===== src/rtl/proc_pkg.sv =====
// Shared definitions for the fetch/decode front end: FSM encoding and
// instruction field positions.
package proc_pkg;

  localparam int unsigned INSTR_W   = 16;
  localparam int unsigned OP_MSB    = 15;
  localparam int unsigned RDEST_MSB = 11;
  localparam int unsigned EXT_MSB   = 7;
  localparam int unsigned RSRC_MSB  = 3;
  localparam int unsigned FIELD_W   = 4;
  localparam int unsigned IMM_W     = 8;

  typedef enum logic {
    FETCH = 1'b0,
    ISSUE = 1'b1
  } state_e;

endpackage


===== src/rtl/pc_reg.sv =====
// Program counter with parallel load and modulo-2^ADDR_WIDTH increment.
module pc_reg
  import proc_pkg::*;
#(
  parameter int unsigned           ADDR_WIDTH = 16,
  parameter logic [ADDR_WIDTH-1:0] RESET_PC   = '0
) (
  input  logic                  clk,
  input  logic                  reset_n,
  input  logic                  load_i,
  input  logic [ADDR_WIDTH-1:0] load_val_i,
  input  logic                  inc_i,
  output logic [ADDR_WIDTH-1:0] pc_o
);

  logic [ADDR_WIDTH-1:0] pc_q;
  logic [ADDR_WIDTH-1:0] pc_d;

  // Load wins over increment; increment wraps naturally at the register width.
  always_comb begin
    pc_d = pc_q;
    if (load_i) begin
      pc_d = load_val_i;
    end else if (inc_i) begin
      pc_d = pc_q + ADDR_WIDTH'(1);
    end
  end

  always_ff @(posedge clk) begin
    if (!reset_n) begin
      pc_q <= RESET_PC;
    end else begin
      pc_q <= pc_d;
    end
  end

  assign pc_o = pc_q;

endmodule


===== src/rtl/instr_fetch_decode.sv =====
// Instruction fetch over a valid-strobed memory read, instruction register,
// field decode, and PC redirect/flush handling.
module instr_fetch_decode
  import proc_pkg::*;
#(
  parameter int unsigned           WIDTH      = INSTR_W,
  parameter int unsigned           ADDR_WIDTH = 16,
  parameter logic [ADDR_WIDTH-1:0] RESET_PC   = '0
) (
  input  logic                  clk,
  input  logic                  reset_n,
  output logic                  mem_req,
  output logic [ADDR_WIDTH-1:0] mem_addr,
  input  logic [WIDTH-1:0]      mem_rdata,
  input  logic                  mem_valid,
  output logic                  instr_valid,
  input  logic                  instr_ack,
  input  logic                  branch_taken,
  input  logic                  flush,
  input  logic [ADDR_WIDTH-1:0] branch_target,
  output logic [ADDR_WIDTH-1:0] pc,
  output logic [FIELD_W-1:0]    opCode,
  output logic [FIELD_W-1:0]    rdest,
  output logic [FIELD_W-1:0]    opExt,
  output logic [FIELD_W-1:0]    rsrc_imm,
  output logic [IMM_W-1:0]      imm8
);

  state_e           state_q;
  logic [WIDTH-1:0] ir_q;
  logic             squash_q;
  logic             mem_req_q;
  logic             instr_valid_q;
  logic             pc_load;
  logic             pc_inc;

  // PC update: flush beats ack; ack only counts while an instruction is held.
  always_comb begin
    pc_load = 1'b0;
    pc_inc  = 1'b0;
    if (flush) begin
      pc_load = 1'b1;
    end else if ((state_q == ISSUE) && instr_ack) begin
      pc_load = branch_taken;
      pc_inc  = !branch_taken;
    end
  end

  pc_reg #(
    .ADDR_WIDTH (ADDR_WIDTH),
    .RESET_PC   (RESET_PC)
  ) u_pc_reg (
    .clk        (clk),
    .reset_n    (reset_n),
    .load_i     (pc_load),
    .load_val_i (branch_target),
    .inc_i      (pc_inc),
    .pc_o       (pc)
  );

  // squash_q marks an outstanding response that belongs to a pre-flush address.
  always_ff @(posedge clk) begin
    if (!reset_n) begin
      state_q       <= FETCH;
      ir_q          <= '0;
      squash_q      <= 1'b0;
      mem_req_q     <= 1'b1;
      instr_valid_q <= 1'b0;
    end else begin
      case (state_q)
        FETCH: begin
          if (flush) begin
            squash_q <= !mem_valid;
          end else if (mem_valid) begin
            if (squash_q) begin
              squash_q <= 1'b0;
            end else begin
              ir_q          <= mem_rdata;
              state_q       <= ISSUE;
              mem_req_q     <= 1'b0;
              instr_valid_q <= 1'b1;
            end
          end
        end
        ISSUE: begin
          if (flush || instr_ack) begin
            state_q       <= FETCH;
            mem_req_q     <= 1'b1;
            instr_valid_q <= 1'b0;
          end
        end
        default: begin
          state_q <= FETCH;
        end
      endcase
    end
  end

  assign mem_req     = mem_req_q;
  assign mem_addr    = pc;
  assign instr_valid = instr_valid_q;
  assign opCode      = ir_q[OP_MSB -: FIELD_W];
  assign rdest       = ir_q[RDEST_MSB -: FIELD_W];
  assign opExt       = ir_q[EXT_MSB -: FIELD_W];
  assign rsrc_imm    = ir_q[RSRC_MSB -: FIELD_W];
  assign imm8        = ir_q[EXT_MSB -: IMM_W];

endmodule


===== config.mk =====
export PLATFORM = sky130hd
export DESIGN_NAME = instr_fetch_decode
export DESIGN_NICKNAME = d
export VERILOG_FILES = /design/src/rtl/proc_pkg.sv /design/src/rtl/pc_reg.sv /design/src/rtl/instr_fetch_decode.sv
export SDC_FILE = /design/constraint.sdc
export NUM_CORES = 1
export LEC_CHECK = 0
export CAP_MARGIN = 20
export CORE_MARGIN = 8
export CORE_UTILIZATION = 40
export CTS_CLUSTER_DIAMETER = 50
export CTS_CLUSTER_SIZE = 10
export DETAILED_ROUTE_END_ITERATION = 10
export GPL_ROUTABILITY_DRIVEN = 0
export GPL_TIMING_DRIVEN = 0
export PLACE_DENSITY = 0.92
export SYNTH_ARGS = -nofsm -noshare
export SYNTH_HDL_FRONTEND = slang
export SYNTH_SLANG_ARGS = --single-unit

===== constraint.sdc =====
create_clock -name clk -period 2.75 [get_ports clk]
set_clock_uncertainty 0.2 [all_clocks]
set_input_delay 0.825 -clock clk [delete_from_list [all_inputs] [get_ports clk]]
set_output_delay 0.825 -clock clk [all_outputs]
set_load 0.01 [all_outputs]

==> results.md <==
- Number of setup buffers added after CTS: 0
- Largest net degree at the start of global routing: 12
- Placeable core area: 4690 µm²
- TritonCTS clock tree: built
- Sequential area share after synthesis: 37.5%
- Top cells by area, synth: dfxtp_1 (38%), nand2_1 (10%), buf_4 (9.4%)
- Number of flops mapped to enable cells by yosys: 0
- Port Buffers: 94
- Tightest Hold Check Type: flop to flop
- Met2 capacity usage during global routing: 30.2%
- Synth area leader: dfxtp_1
- Worst-Skew Late Latency: 0.29 ns
- Post-synthesis area per instance: 7.62 µm²
- Area fraction of the dominant cell type after synthesis: 37.5%
- Flip-flop and latch count after synthesis: 36
- Count of pins over their slew limit: 0
- Met1 Resource Use GR: 19.7%
- Max Fclk: 382 MHz
- Crit path required time: 2.77 ns
- Leak pwr: 0.00113 µW
- Critical path arrival: 2.63 ns
- Post-Synthesis Cell Area: 1920 µm²
- WL/cell: 15.6 µm
- Nature of the critical path endpoint: flop
- Root buffer cell: clkbuf_8
- Total congestion overflow: 0
- Post-Synthesis Net Count: 291
- Number of global-route vias before repair: 2,161
- Synth-to-layout area growth: 58.3%
- Final number of setup-violating endpoints: 0
- Post-Synthesis Cells: 252
- Synth Warn #: 0
- Worst-margin pin slew: 0.540 ns
- Vias per cell: 5.36
- FFs w/ async S/R, synth: 0%
- Number of hold buffers added after cts: 0
- Crit-path max FO: 10
- Total power draw: 1390 µW
- Total area of multi-input combinational cells: 931 µm²
- Routing layer with the top usage in global route: met2
- Num ports: 96
- # DRC: 0
- Final worst-path cycle share: 95.1%
- CP Launch Type: input port
- Most frequently used flop master after synthesis: dfxtp_1
- Type of the worst setup path: input port to flop
- Final instance count without filler cells: 408
- # placed instances: 400
- Grt met3 use: 6.08%
- Initial antenna violation count: 0
- DIE AREA: 7270 µm²
- Number of distinct library cells after synthesis: 44
- Total clock sinks: 36
- Routed WL: 6.35 mm
- Die Y-Extent: 85.3 µm
- Number of optimization iterations in the first detailed-route pass: 4
- Wire length of the first global-routing pass: 10.3 mm
- Power density over the cells: 456 nW/µm²
- Number of cells on the worst hold path: 2
- Maximum buffer depth of the clock tree: 2
- Fillcell total: 419
- Max cap viols: 0
- Commonest cells after routing, fill and taps aside: clkdlybuf4s50_1 (94), nand2_1 (51), dfxtp_1 (36), a21oi_1 (32), buf_4 (24)
- Effective utilization at floorplan: 40.9%
- Final count of hold timing violations: 0
- Register area: 721 µm²
- H-tree Lvls: 2
- Number of placement rows: 25
- Clock transition at the registers of the reported paths: 0.07 ns
- Peak ir drop on the vdd network: 281 µV
- Run status: completed
- DR vias: 2,188
- TritonCTS Buffers: 5
- Detail Placement HPWL: 4.85 mm
- Relative slew slack: 64.0%
- Ratio of cells with drive above 1 in the final layout: 13.0%
- DIE WIDTH: 85.3 µm
- Diode count: 0
- Most common cell after layout, fill and taps aside: clkdlybuf4s50_1
- Post-route antenna net violation count: 0
- Final min period: 2.61 ns
- GR Util All Layers: 17.4%
- Number of cells on the worst reg-to-reg path: 5
- Violation count after the first detailed-route iteration: 144
- # nets final: 392
- Setup repair after global routing missed its margin: no
[report_power, final]
group          total (µW)  internal (µW)  switching (µW)
Combinational         332            195             137
Clock                 460            269             191
Sequential            594            553            41.3
Total                1390           1020             369
[kinds of logic (layout without fill, tap and decap cells)]
logic type | count (synthesis) | after routing | share of synthesized area, %
DFF | 36 | 36 | 37.5
and+or+nand+nor | 102 | 102 | 25.7
adders and majority gates | 1 | 1 | 0.651
AOI/OAI and AO/OA | 65 | 65 | 20.5
buffers and inverters | 45 | 147 | 14.0
muxes | 3 | 3 | 1.63
[critical path: stages]
cell,delay [ns]
clkdlybuf4s50_1,0.44
clkbuf_2,0.21
nor2_1,0.44
buf_2,0.32
nand2_1,0.08
a21o_1,0.16
a31oi_1,0.16
[area by class of cell]
type                            instances  share of cell area [%]
Tap cell                               54                    2.22
Clock inverter                          2                    1.15
Clock buffer                            6                    2.39
Inverter                                7                   0.864
Sequential cell                        36                    23.7
Timing Repair Buffer                   94                    30.9
Multi-Input combinational cell        171                    30.6
Buffer                                 38                    8.11
[worst paths after layout]
kind              slack [ns]              from                 to
setup / recovery        0.14             flush  u_pc_reg.pc_o[14]
hold / removal          0.26          ir_q[12]           ir_q[12]
setup reg to reg        0.51  u_pc_reg.pc_o[0]  u_pc_reg.pc_o[12]
hold reg to reg         0.26          ir_q[12]           ir_q[12]
[synthesized netlist by cell type (3+ instances only)]
cell,n
a21oi_1,32
a311oi_1,3
a31oi_1,6
buf_2,4
buf_4,24
clkbuf_1,8
dfxtp_1,36
inv_1,7
nand2_1,51
nand3_1,9
nand4_1,7
nor2_1,11
nor3_1,3
nor4_1,4
o21ai_0,8
or3_1,3
[per-stage QoR]
stage / setup TNS, ns / utilization, % / hold slack [ns] / worst slack (ns) / area [µm²]
floorplan: 0 / - / 0.281 / 0.551 / 1920
global placement: -1.96 / 62.4 / 0.242 / -0.244 / 2930
detailed placement: -2.69 / 62.4 / 0.253 / -0.280 / 2930
CTS: 0 / 64.7 / 0.263 / 0.0218 / 3040
global route: 0 / 64.8 / 0.291 / 0.00951 / 3040
finish: 0 / 64.8 / 0.259 / 0.136 / 3040
[repair_timing]
action | in CTS | in global routing
gates resized for setup | 0 | 5
endpoints found under the hold margin | 0 | 0
endpoints found under the setup margin | 0 | 11
[registers in the layout, summed over array words and instances, names as in the netlist]
| register | count |
|---|---|
| instr_valid | 1 |
| ir_q | 16 |
| mem_req | 1 |
| squash_q | 1 |
| state_q | 1 |
| u_pc_reg.pc_o | 16 |
[metal layers]
layer  share of wire [%]  vias to the layer above
met5                   0                        -
met4                0.63                        0
met3                 9.3                        7
met2                  51                       89
met1                  39                     1015
li1                    -                     1077
Note: power is estimated with default switching activity, not from simulation.
